--- config.mk ---
export PLATFORM = sky130hd
export DESIGN_NAME = ctrl_fsm
export DESIGN_NICKNAME = d
export VERILOG_FILES = /design/src/rtl/ctrl_fsm_pkg.sv /design/src/rtl/ctrl_fsm_decode.sv /design/src/rtl/ctrl_fsm.sv
export SDC_FILE = /design/constraint.sdc
export NUM_CORES = 1
export LEC_CHECK = 0
export CORE_MARGIN = 2
export CORE_UTILIZATION = 40
export DETAILED_ROUTE_END_ITERATION = 10
export GPL_TIMING_DRIVEN = 0
export HOLD_SLACK_MARGIN = 0.03
export PLACE_DENSITY = 0.65
export SYNTH_ARGS = -nofsm -noshare
export SYNTH_HDL_FRONTEND = slang
export SYNTH_SLANG_ARGS = --single-unit
--- constraint.sdc ---
create_clock -name clk -period 2.3 [get_ports clk]
set_input_delay 0.345 -clock clk [delete_from_list [all_inputs] [get_ports clk]]
set_output_delay 0.345 -clock clk [all_outputs]
set_load 0.02 [all_outputs]
--- src/rtl/ctrl_fsm_pkg.sv ---
// Shared opcodes, FSM state encoding and instruction field helpers for the
// 8-bit multi-cycle core control path.
package ctrl_fsm_pkg;

  localparam logic [2:0] OP_ADD  = 3'b000;
  localparam logic [2:0] OP_HALT = 3'b011;
  localparam logic [2:0] OP_ADDI = 3'b100;
  localparam logic [2:0] OP_SW   = 3'b101;
  localparam logic [2:0] OP_LW   = 3'b110;
  localparam logic [2:0] OP_SLL  = 3'b111;

  typedef enum logic [2:0] {
    S_FETCH  = 3'd0,
    S_DECODE = 3'd1,
    S_EXEC   = 3'd2,
    S_MEM    = 3'd3,
    S_WB     = 3'd4,
    S_HALT   = 3'd5
  } state_t;

  function automatic logic [2:0] ir_op(input logic [7:0] ir);
    return ir[7:5];
  endfunction

  function automatic logic ir_rt(input logic [7:0] ir);
    return ir[4];
  endfunction

  function automatic logic ir_rs(input logic [7:0] ir);
    return ir[3];
  endfunction

  function automatic logic [2:0] ir_imm(input logic [7:0] ir);
    return ir[2:0];
  endfunction

endpackage

--- src/rtl/ctrl_fsm_decode.sv ---
// Combinational instruction classifier: maps the latched instruction word to
// operand-source and instruction-class flags used by the sequencer.
module ctrl_fsm_decode
  import ctrl_fsm_pkg::*;
(
  input  logic [7:0] i_ir,
  output logic       o_alusrc,
  output logic       o_is_mem,
  output logic       o_is_store,
  output logic       o_is_halt,
  output logic       o_is_illegal
);

  // Opcode to class flags; the two unassigned opcodes fall into default.
  always_comb begin
    o_alusrc     = 1'b0;
    o_is_mem     = 1'b0;
    o_is_store   = 1'b0;
    o_is_halt    = 1'b0;
    o_is_illegal = 1'b0;
    case (ir_op(i_ir))
      OP_ADD:          o_alusrc = 1'b1;
      OP_ADDI, OP_SLL: o_alusrc = 1'b0;
      OP_SW: begin
        o_is_mem   = 1'b1;
        o_is_store = 1'b1;
      end
      OP_LW:           o_is_mem = 1'b1;
      OP_HALT:         o_is_halt = 1'b1;
      default:         o_is_illegal = 1'b1;
    endcase
  end

endmodule

--- src/rtl/ctrl_fsm.sv ---
// Multi-cycle control sequencer: owns PC and IR, sequences fetch, decode,
// execute, data-memory access and write-back, with an ack timeout watchdog.
module ctrl_fsm
  import ctrl_fsm_pkg::*;
#(
  parameter int PC_W     = 8,
  parameter int RESET_PC = 0,
  parameter int ACK_TMO  = 15
) (
  input  logic            clk,
  input  logic            rst,
  output logic            imem_req,
  output logic [PC_W-1:0] imem_addr,
  input  logic            imem_ack,
  input  logic [7:0]      imem_rdata,
  output logic            dmem_req,
  output logic            dmem_we,
  input  logic            dmem_ack,
  output logic            alusrc,
  output logic [2:0]      alu_op,
  output logic [2:0]      imm,
  output logic            rs_sel,
  output logic            rt_sel,
  output logic            wr_sel,
  output logic            reg_write,
  output logic            mem_to_reg,
  output logic [PC_W-1:0] pc,
  output logic            halted,
  output logic            illegal_op,
  output logic            bus_err
);

  localparam int                TMO_W    = $clog2(ACK_TMO + 1);
  localparam logic [TMO_W-1:0]  TMO_LAST = TMO_W'(ACK_TMO - 1);
  localparam logic [PC_W-1:0]   RST_PC   = PC_W'(RESET_PC);

  state_t            r_state;
  logic [7:0]        r_ir;
  logic [PC_W-1:0]   r_pc;
  logic [TMO_W-1:0]  r_tmo;
  logic              r_imem_req;
  logic              r_dmem_req;
  logic              r_dmem_we;
  logic              r_reg_write;
  logic              r_mem_to_reg;
  logic              r_halted;
  logic              r_illegal;
  logic              r_bus_err;

  logic w_alusrc;
  logic w_is_mem;
  logic w_is_store;
  logic w_is_halt;
  logic w_is_illegal;

  ctrl_fsm_decode u_decode (
    .i_ir         (r_ir),
    .o_alusrc     (w_alusrc),
    .o_is_mem     (w_is_mem),
    .o_is_store   (w_is_store),
    .o_is_halt    (w_is_halt),
    .o_is_illegal (w_is_illegal)
  );

  // Sequencer: state, PC/IR, watchdog counter and every registered control output.
  always_ff @(posedge clk) begin
    if (rst) begin
      r_state      <= S_FETCH;
      r_ir         <= 8'h00;
      r_pc         <= RST_PC;
      r_tmo        <= '0;
      r_imem_req   <= 1'b0;
      r_dmem_req   <= 1'b0;
      r_dmem_we    <= 1'b0;
      r_reg_write  <= 1'b0;
      r_mem_to_reg <= 1'b0;
      r_halted     <= 1'b0;
      r_illegal    <= 1'b0;
      r_bus_err    <= 1'b0;
    end else begin
      case (r_state)
        S_FETCH: begin
          // An ack only counts once our request is actually on the bus.
          if (r_imem_req && imem_ack) begin
            r_ir       <= imem_rdata;
            r_pc       <= r_pc + PC_W'(1);
            r_imem_req <= 1'b0;
            r_tmo      <= '0;
            r_state    <= S_DECODE;
          end else if (r_imem_req && (r_tmo == TMO_LAST)) begin
            r_imem_req <= 1'b0;
            r_bus_err  <= 1'b1;
            r_halted   <= 1'b1;
            r_state    <= S_HALT;
          end else begin
            r_imem_req <= 1'b1;
            if (r_imem_req) r_tmo <= r_tmo + TMO_W'(1);
          end
        end
        S_DECODE: begin
          if (w_is_halt) begin
            r_halted <= 1'b1;
            r_state  <= S_HALT;
          end else if (w_is_illegal) begin
            r_illegal  <= 1'b1;
            r_imem_req <= 1'b1;
            r_state    <= S_FETCH;
          end else begin
            r_state <= S_EXEC;
          end
        end
        S_EXEC: begin
          if (w_is_mem) begin
            r_dmem_req <= 1'b1;
            r_dmem_we  <= w_is_store;
            r_tmo      <= '0;
            r_state    <= S_MEM;
          end else begin
            r_reg_write <= 1'b1;
            r_state     <= S_WB;
          end
        end
        S_MEM: begin
          if (dmem_ack) begin
            r_dmem_req <= 1'b0;
            r_dmem_we  <= 1'b0;
            r_tmo      <= '0;
            if (w_is_store) begin
              r_imem_req <= 1'b1;
              r_state    <= S_FETCH;
            end else begin
              r_reg_write  <= 1'b1;
              r_mem_to_reg <= 1'b1;
              r_state      <= S_WB;
            end
          end else if (r_tmo == TMO_LAST) begin
            r_dmem_req <= 1'b0;
            r_dmem_we  <= 1'b0;
            r_bus_err  <= 1'b1;
            r_halted   <= 1'b1;
            r_state    <= S_HALT;
          end else begin
            r_tmo <= r_tmo + TMO_W'(1);
          end
        end
        S_WB: begin
          r_reg_write  <= 1'b0;
          r_mem_to_reg <= 1'b0;
          r_imem_req   <= 1'b1;
          r_state      <= S_FETCH;
        end
        S_HALT: begin
          r_halted <= 1'b1;
        end
        default: begin
          r_imem_req <= 1'b0;
          r_dmem_req <= 1'b0;
          r_state    <= S_FETCH;
        end
      endcase
    end
  end

  assign imem_req   = r_imem_req;
  assign imem_addr  = r_pc;
  assign pc         = r_pc;
  assign dmem_req   = r_dmem_req;
  assign dmem_we    = r_dmem_we;
  assign alusrc     = w_alusrc;
  assign alu_op     = ir_op(r_ir);
  assign imm        = ir_imm(r_ir);
  assign rs_sel     = ir_rs(r_ir);
  assign rt_sel     = ir_rt(r_ir);
  assign wr_sel     = ir_rt(r_ir);
  assign reg_write  = r_reg_write;
  assign mem_to_reg = r_mem_to_reg;
  assign halted     = r_halted;
  assign illegal_op = r_illegal;
  assign bus_err    = r_bus_err;

endmodule

==> results of run 1 <==
==> worst reg2reg max path: stages, from the launching register on <==
cell	delay, ns
sky130_fd_sc_hd__dfxtp_1	0.34
sky130_fd_sc_hd__clkbuf_1	0.24
sky130_fd_sc_hd__nor4_1	0.82
sky130_fd_sc_hd__buf_2	0.36
sky130_fd_sc_hd__xnor2_1	0.15
sky130_fd_sc_hd__nor2_1	0.05
==> stage by stage <==
step | std cells | hold WS [ns] | util, % | setup slack, ns | cell area (sq um)
2_1_floorplan | 216 | 0.466 | - | 0.383 | 1680
3_3_place_gp | 311 | 0.441 | 54.4 | -0.124 | 2190
3_5_place_dp | 311 | 0.448 | 54.4 | -0.105 | 2190
4_1_cts | 318 | 0.456 | 56.6 | 0.188 | 2280
5_1_grt | 318 | 0.479 | 56.6 | 0.0379 | 2280
6_report | 318 | 0.456 | 56.6 | 0.173 | 2280
==> layout by cell type, fill, tap and decap left out, drive strengths merged, types with 2 or more instances in the layout <==
master and n:
a2111oi 3, a211oi 3, a21oi 25, a22o 2
and3 2, buf 15, clkbuf 14, clkdlybuf4s50 45
dfxtp 31, ha 3, inv 4, nand2 29
nand2b 3, nand3 5, nand3b 3, nand4 2
nor2 20, nor2b 6, nor3 9, o21a 2
o21ai 14, or3 2, or4 2, xnor2 4
xor2 3
==> power by group through the flow <==
stage | clock network (W) | logic, W | registers, W
after floorplan | 0 | 0.000619 | 0.000776
after global placement | 0 | 0.00102 | 0.000723
after detailed placement | 0 | 0.00102 | 0.000722
after CTS | 0.000452 | 0.00102 | 0.000712
after global routing | 0.000469 | 0.00114 | 0.000727
final | 0.000432 | 0.00103 | 0.000711
==> area by class of cell <==
class | instances | share of cell area [%]
buffer | 23 | 5.76
clock buffer | 6 | 3.62
clock inverter | 1 | 0.219
inverter | 4 | 0.658
multi-input combinational | 158 | 40.1
sequential | 31 | 27.2
tap | 50 | 2.74
timing repair buffer | 45 | 19.7
==> kinds of logic after synthesis <==
group	after synthesis	synth area share [%]
AO/OA/AOI/OAI	58	21.0
buffers and inverters	27	8.71
multiplexers	2	1.27
flip-flops	31	36.9
AND/OR/NAND/NOR	88	25.8
XOR/XNOR	7	4.10
adder cells (fa/ha/maj)	3	2.23
==> routing by layer <==
layer  GRT usage (%)  routed length [um]
met4            7.35                  46
met3            5.68                 252
met2            31.4                1920
met5               0                   0
met1            27.2                2110
==> timing repair <==
action                                  CTS  global route
setup buffers                             0             0
hold buffers                              0             0
endpoints found under the setup margin    0             2
resized for setup                         0             1
==> path summary, 6_finish.rpt <==
kind	cells past startpoint	end	startpoint
worst min-delay path	2	r_ir[2]$_SDFFE_PP0P_	r_ir[2]$_SDFFE_PP0P_
worst min register to register	2	r_ir[2]$_SDFFE_PP0P_	r_ir[2]$_SDFFE_PP0P_
worst max register to register	5	imem_addr[0]$_SDFFE_PP0P_	r_state[2]$_SDFFE_PP0P_
worst max-delay path	6	r_tmo[3]$_SDFFE_PP0P_	dmem_ack
==> results_tabular.tex, run 1 <==
\begin{tabular}{lr}
\hline
Metric & Value \\
\hline
\multicolumn{2}{l}{\textbf{Power}} \\
Int Pwr & 0.00128 W \\
Total net switching power & 0.000896 W \\
Switching portion of total power & 41.2\% \\
Fraction of power consumed by the clock network & 19.9\% \\
Overall Power & 0.00218 W \\
Combinational cell fraction of total power & 47.5\% \\
Leak Pwr & 0.803 nW \\
Peak supply drop & 0.589 mV \\
Relative contribution of sequential cells to total power & 32.7\% \\
Power density of the placed cells & 954 nW/um\^{}2 \\
\multicolumn{2}{l}{\textbf{Worst setup path}} \\
Family of cells with the greatest summed delay on the critical path & compound AO/OA/AOI/OAI gates \\
Cell-by-cell trace of the critical path & clkdlybuf4s50\_1, nand3b\_1, a21oi\_1, a2111o\_1, or4\_1, a21oi\_1 \\
Startpoint-to-endpoint class of the critical path & in2reg \\
Kind of start point of the critical path & primary input \\
Biggest cell delay along the critical path & 0.60 ns \\
Crit path arrival time & 2.34 ns \\
Buffer and inverter count on the worst path & 1 \\
Critical-path top delay cell & sky130\_fd\_sc\_hd\_\_clkdlybuf4s50\_1 \\
Crit path max fanout & 7 \\
Worst-case register-to-register setup slack & 0.22 ns \\
Most frequent cell on the critical path & sky130\_fd\_sc\_hd\_\_a21oi\_1 \\
Worst path required time & 2.51 ns \\
Kind of end point of the critical path & flop \\
\multicolumn{2}{l}{\textbf{Cells and area}} \\
Post-synthesis to final-layout area growth & 35.8\% \\
Final net count & 283 \\
Filler Cells Inserted & 400 \\
Fraction of layout cells with a size suffix above 1 & 8.58\% \\
Sequential standard cell area & 621 sq um \\
Total inserted antenna cells & 0 \\
Area used by multi-input combinational logic & 915 sq um \\
\multicolumn{2}{l}{\textbf{Timing}} \\
Actual slew at the worst max-slew pin & 0.873 ns \\
Setup total negative slack & 0 ns \\
Slew Limit Fails & 0 \\
Maximum clock skew at final layout & 0.00516 ns \\
Achievable Freq & 470 MHz \\
Relative max-transition margin & 41.2\% \\
Share of the clock period used by the worst path after layout & 92.5\% \\
Number of endpoints with negative hold slack in the final report & 0 \\
Count of endpoints failing setup in the final report & 0 \\
Final Critical Period & 2.13 ns \\
Unrepaired setup endpoints after global routing & false \\
\multicolumn{2}{l}{\textbf{Floorplanning}} \\
Number of top-level pins & 46 \\
Vertical die dimension & 68.8 um \\
Core region area & 4030 sq um \\
Horizontal die dimension & 68.8 um \\
Die area & 4740 sq um \\
Standard-cell rows & 23 \\
Initial core utilization & 41.7\% \\
\multicolumn{2}{l}{\textbf{Synthesis}} \\
Area fraction of the dominant cell type after synthesis & 36.9\% \\
Post-synthesis cell type count & 45 \\
Cell Area, Synth & 1680 sq um \\
Top FF cell, synth & sky130\_fd\_sc\_hd\_\_dfxtp\_1 \\
Library cell with the largest summed area after synthesis & sky130\_fd\_sc\_hd\_\_dfxtp\_1 \\
Number of nets produced by synthesis & 231 \\
Synthesis-stage register bit count & 31 \\
Dominant cells by area after synthesis & sky130\_fd\_sc\_hd\_\_dfxtp\_1 37\%, sky130\_fd\_sc\_hd\_\_a21oi\_1 7.4\%, sky130\_fd\_sc\_hd\_\_nand2\_1 6.5\% \\
Mean instance size in the synthesized netlist & 7.78 sq um \\
Number of enable-type register cells in the synthesized netlist & 0 \\
Number of synthesis warnings & 0 \\
Async SR Flop Fraction & 0\% \\
Cell count after synthesis & 216 \\
Seq/Total Area, Yosys & 36.9\% \\
Ranking of synthesized cells by instance count & 31 x sky130\_fd\_sc\_hd\_\_dfxtp\_1, 29 x sky130\_fd\_sc\_hd\_\_nand2\_1, 25 x sky130\_fd\_sc\_hd\_\_a21oi\_1, 20 x sky130\_fd\_sc\_hd\_\_nor2\_1, 14 x sky130\_fd\_sc\_hd\_\_o21ai\_0 \\
Most frequent cell after synthesis & sky130\_fd\_sc\_hd\_\_dfxtp\_1 \\
\multicolumn{2}{l}{\textbf{Clock network}} \\
Number of clock sinks seen by CTS & 31 \\
Clock latency reported for the late side of the worst-skew pair & 0.28 ns \\
H-tree depth & 2 \\
TritonCTS clock tree & yes \\
Clock Pin Slew Worst Setup and Hold Paths & 0.06 ns \\
Master cell of the clock root buffer & sky130\_fd\_sc\_hd\_\_clkbuf\_8 \\
Number of buffers between clock root and the deepest sink & 2 \\
Clock buffers created by TritonCTS & 5 \\
\multicolumn{2}{l}{\textbf{Routing}} \\
Average via count per standard cell & 5.11 \\
Number of vias in the routed layout & 1626 \\
Final ANT Viol Nets & 0 \\
Number of DRC markers in iteration 0 & 108 \\
Routed WL per cell & 13.6 um \\
Total wirelength of the detailed-routed design & 4330 um \\
DR pass1 iterations & 4 \\
Number of remaining DRC errors & 0 \\
\multicolumn{2}{l}{\textbf{Worst hold path}} \\
Classification of the worst-slack hold path & reg2reg \\
\multicolumn{2}{l}{\textbf{Run status}} \\
Result of the run & finished clean \\
\multicolumn{2}{l}{\textbf{Placement}} \\
Total half-perimeter wirelength after legalization and detailed placement & 3090 um \\
Final estimated routing congestion in global placement & 0.866 \\
Input/output buffers & 45 \\
\multicolumn{2}{l}{\textbf{Global routing}} \\
Number of global-route vias before repair & 1486 \\
All-layer global routing usage & 20.4\% \\
Overflow left after global routing & 0 \\
Number of antenna violations at the first check in global routing & 0 \\
Largest net degree at the start of global routing & 11 \\
First-pass GRT wire length & 7040 um \\
\multicolumn{2}{l}{\textbf{Job}} \\
Total of max-cap violations & 0 \\
\hline
\end{tabular}
Power figures use the tool's default switching activity.
==> run 2: changes to the inputs <==
Settings changed: CORE_ASPECT_RATIO from default to 1.2, SYNTH_HIERARCHICAL from default to 1.
==> results_tabular.tex, run 2 <==
\begin{tabular}{lr}
\hline
Metric & Value \\
\hline
\multicolumn{2}{l}{\textbf{Cells and area}} \\
Filler Cells Inserted & 405 \\
Most frequent cells in the layout & 44 x sky130\_fd\_sc\_hd\_\_clkdlybuf4s50\_1, 31 x sky130\_fd\_sc\_hd\_\_dfxtp\_1, 26 x sky130\_fd\_sc\_hd\_\_nand2\_1 \\
Commonest non-fill, non-tap cell in the layout & sky130\_fd\_sc\_hd\_\_clkdlybuf4s50\_1 \\
Post-synthesis to final-layout area growth & 37.0\% \\
Fraction of layout cells with a size suffix above 1 & 11.3\% \\
Total inserted antenna cells & 0 \\
Final net count & 279 \\
\multicolumn{2}{l}{\textbf{Worst setup path}} \\
Kind of end point of the critical path & output pin \\
Cell-by-cell trace of the critical path & nor3\_1, clkdlybuf4s50\_1 \\
Startpoint-to-endpoint class of the critical path & reg2out \\
Kind of start point of the critical path & flop \\
Critical-path top delay cell & sky130\_fd\_sc\_hd\_\_clkdlybuf4s50\_1 \\
Crit path max fanout & 7 \\
Worst path required time & 1.96 ns \\
Worst reg2reg path startpoint & r\_tmo[0]\$\_SDFFE\_PP0P\_ \\
Worst reg-to-reg path cell count & 6 \\
Family of cells with the greatest summed delay on the critical path & buffers and inverters \\
Crit Reg-Reg Endpoint & r\_state[0]\$\_SDFFE\_PP0P\_ \\
Worst-case register-to-register setup slack & 0.66 ns \\
Crit path arrival time & 1.47 ns \\
Biggest cell delay along the critical path & 0.63 ns \\
Buffer and inverter count on the worst path & 1 \\
\multicolumn{2}{l}{\textbf{Timing}} \\
Share of the clock period used by the worst path after layout & 78.9\% \\
Number of endpoints with negative hold slack in the final report & 0 \\
Actual slew at the worst max-slew pin & 0.472 ns \\
Setup total negative slack & 0 ns \\
Achievable Freq & 551 MHz \\
Unrepaired setup endpoints after global routing & false \\
Final Critical Period & 1.81 ns \\
Count of endpoints failing setup in the final report & 0 \\
Relative max-transition margin & 68.5\% \\
Slew Limit Fails & 0 \\
Maximum clock skew at final layout & 0.00473 ns \\
\multicolumn{2}{l}{\textbf{Global routing}} \\
All-layer global routing usage & 18.0\% \\
Overflow left after global routing & 0 \\
Number of global-route vias before repair & 1519 \\
Number of antenna violations at the first check in global routing & 0 \\
First-pass GRT wire length & 6640 um \\
Largest net degree at the start of global routing & 11 \\
\multicolumn{2}{l}{\textbf{Floorplanning}} \\
Die area & 4770 sq um \\
Standard-cell rows & 25 \\
Horizontal die dimension & 63.4 um \\
Core region area & 4000 sq um \\
Number of top-level pins & 46 \\
Vertical die dimension & 75.3 um \\
Initial core utilization & 42.3\% \\
\multicolumn{2}{l}{\textbf{Routing}} \\
Final ANT Viol Nets & 0 \\
Number of vias in the routed layout & 1632 \\
Routed WL per cell & 12.7 um \\
Number of remaining DRC errors & 0 \\
DR pass1 iterations & 4 \\
Average via count per standard cell & 5.12 \\
Number of DRC markers in iteration 0 & 58 \\
Total wirelength of the detailed-routed design & 4040 um \\
\multicolumn{2}{l}{\textbf{Power}} \\
Total net switching power & 0.000762 W \\
Fraction of power consumed by the clock network & 27.1\% \\
Power density of the placed cells & 898 nW/um\^{}2 \\
Switching portion of total power & 36.6\% \\
Overall Power & 0.00208 W \\
Int Pwr & 0.00132 W \\
Relative contribution of sequential cells to total power & 34.1\% \\
Combinational cell fraction of total power & 38.8\% \\
Leak Pwr & 0.884 nW \\
Peak supply drop & 0.561 mV \\
\multicolumn{2}{l}{\textbf{Clock network}} \\
Clock latency reported for the late side of the worst-skew pair & 0.29 ns \\
Buffer count from post-CTS setup fixing & 0 \\
Number of buffers between clock root and the deepest sink & 2 \\
Master cell of the clock root buffer & sky130\_fd\_sc\_hd\_\_clkbuf\_8 \\
TritonCTS clock tree & yes \\
Number of clock sinks seen by CTS & 31 \\
H-tree depth & 2 \\
Number of buffers inserted for hold repair after clock tree synthesis & 0 \\
Clock Pin Slew Worst Setup and Hold Paths & 0.07 ns \\
Clock buffers created by TritonCTS & 5 \\
Quantity of gates resized following cts & 0 \\
\multicolumn{2}{l}{\textbf{Synthesis}} \\
Most frequent cell after synthesis & sky130\_fd\_sc\_hd\_\_dfxtp\_1 \\
Dominant cells by area after synthesis & sky130\_fd\_sc\_hd\_\_dfxtp\_1 37\%, sky130\_fd\_sc\_hd\_\_a21oi\_1 5.9\%, sky130\_fd\_sc\_hd\_\_nand2\_1 5.8\% \\
Async SR Flop Fraction & 0\% \\
Seq/Total Area, Yosys & 36.7\% \\
Cell Area, Synth & 1690 sq um \\
Post-synthesis cell type count & 49 \\
Number of synthesis warnings & 6 \\
Library cell with the largest summed area after synthesis & sky130\_fd\_sc\_hd\_\_dfxtp\_1 \\
Number of enable-type register cells in the synthesized netlist & 0 \\
Mean instance size in the synthesized netlist & 7.95 sq um \\
Top FF cell, synth & sky130\_fd\_sc\_hd\_\_dfxtp\_1 \\
Synthesis-stage register bit count & 31 \\
Ranking of synthesized cells by instance count & 31 x sky130\_fd\_sc\_hd\_\_dfxtp\_1, 26 x sky130\_fd\_sc\_hd\_\_nand2\_1, 20 x sky130\_fd\_sc\_hd\_\_a21oi\_1, 17 x sky130\_fd\_sc\_hd\_\_nor2\_1, 11 x sky130\_fd\_sc\_hd\_\_nand3\_1 \\
Cell count after synthesis & 213 \\
Area fraction of the dominant cell type after synthesis & 36.7\% \\
Number of nets produced by synthesis & 228 \\
\multicolumn{2}{l}{\textbf{Placement}} \\
Final estimated routing congestion in global placement & 0.872 \\
Input/output buffers & 44 \\
Total half-perimeter wirelength after legalization and detailed placement & 2990 um \\
\multicolumn{2}{l}{\textbf{Worst hold path}} \\
Worst min-delay path endpoint & r\_ir[1]\$\_SDFFE\_PP0P\_ \\
Number of cells on the worst hold path & 2 \\
Classification of the worst-slack hold path & reg2reg \\
Critical hold path startpoint & r\_ir[1]\$\_SDFFE\_PP0P\_ \\
\multicolumn{2}{l}{\textbf{Job}} \\
Total of max-cap violations & 0 \\
\multicolumn{2}{l}{\textbf{Run status}} \\
Result of the run & finished clean \\
\hline
\end{tabular}
[run 2: changes by cell type after synthesis, moves of 4 or more]
cell and change:
sky130_fd_sc_hd__nand3_1 +6, sky130_fd_sc_hd__a21oi_1 -5, sky130_fd_sc_hd__xor2_1 +4, sky130_fd_sc_hd__and2_1 +5
sky130_fd_sc_hd__o21ai_0 -7
[run 2: area by class of cell]
| cell class | count | area, sq um | area share, % |
|---|---|---|---|
| buffer | 19 | 110 | 4.75 |
| clock buffer | 6 | 82.6 | 3.56 |
| clock inverter | 2 | 35.0 | 1.51 |
| inverter | 3 | 11.3 | 0.486 |
| multi-input combinational | 160 | 951 | 41.0 |
| sequential | 31 | 621 | 26.8 |
| tap | 54 | 67.6 | 2.91 |
| timing repair buffer | 44 | 440 | 19.0 |
[run 2: how the worst max path moves through the flow]
stage | from | to | cells past startpoint
2_1_floorplan | r_ir[6]$_SDFFE_PP0P_ | r_tmo[0]$_SDFFE_PP0P_ | 6
3_3_place_gp | imem_ack | r_tmo[0]$_SDFFE_PP0P_ | 6
3_5_place_dp | imem_ack | r_tmo[0]$_SDFFE_PP0P_ | 6
4_1_cts | r_ir[7]$_SDFFE_PP0P_ | alusrc | 2
5_1_grt | r_ir[7]$_SDFFE_PP0P_ | alusrc | 2
6_report | r_ir[7]$_SDFFE_PP0P_ | alusrc | 2
[run 2: power by group through the flow]
stage | clock network, W | logic, W | registers [W]
2_1_floorplan | 0 | 0.000495 | 0.000760
3_3_place_gp | 0 | 0.000805 | 0.000724
3_5_place_dp | 0 | 0.000809 | 0.000723
4_1_cts | 0.000580 | 0.000813 | 0.000711
5_1_grt | 0.000599 | 0.000887 | 0.000730
6_report | 0.000564 | 0.000809 | 0.000710
[run 2: worst register-to-register path: stages (launching register included)]
cell and delay [ns]:
sky130_fd_sc_hd__dfxtp_1 0.34, sky130_fd_sc_hd__inv_1 0.08, sky130_fd_sc_hd__ha_1 0.19, sky130_fd_sc_hd__and3_4 0.23, sky130_fd_sc_hd__nor2_2 0.05, sky130_fd_sc_hd__or3_1 0.36, sky130_fd_sc_hd__o41ai_2 0.30
[run 2: kinds of logic after synthesis]
kind of cell	after synthesis	share of synthesized area, %
AND/OR/NAND/NOR	100	31.4
multiplexers	2	1.18
buffers and inverters	22	7.17
flip-flops	31	36.7
XOR/XNOR	8	4.14
AO/OA/AOI/OAI	47	17.2
adder cells (fa/ha/maj)	3	2.22
[run 2: through the flow]
step / instance area (sq um) / std cells / hold WS (ns) / worst slack [ns] / utilization [%]
2_1_floorplan: 1690 / 213 / 0.481 / 0.711 / -
3_3_place_gp: 2200 / 311 / 0.441 / 0.354 / 55.0
3_5_place_dp: 2200 / 311 / 0.450 / 0.349 / 55.0
4_1_cts: 2320 / 319 / 0.457 / 0.473 / 57.9
5_1_grt: 2320 / 319 / 0.470 / 0.339 / 57.9
6_report: 2320 / 319 / 0.454 / 0.485 / 57.9
[run 2: metal layers]
layer	global-route usage, %	wire, um
met3	4.48	184
met1	20.9	1800
met5	0	0
met4	8.70	91
met2	31.2	1960
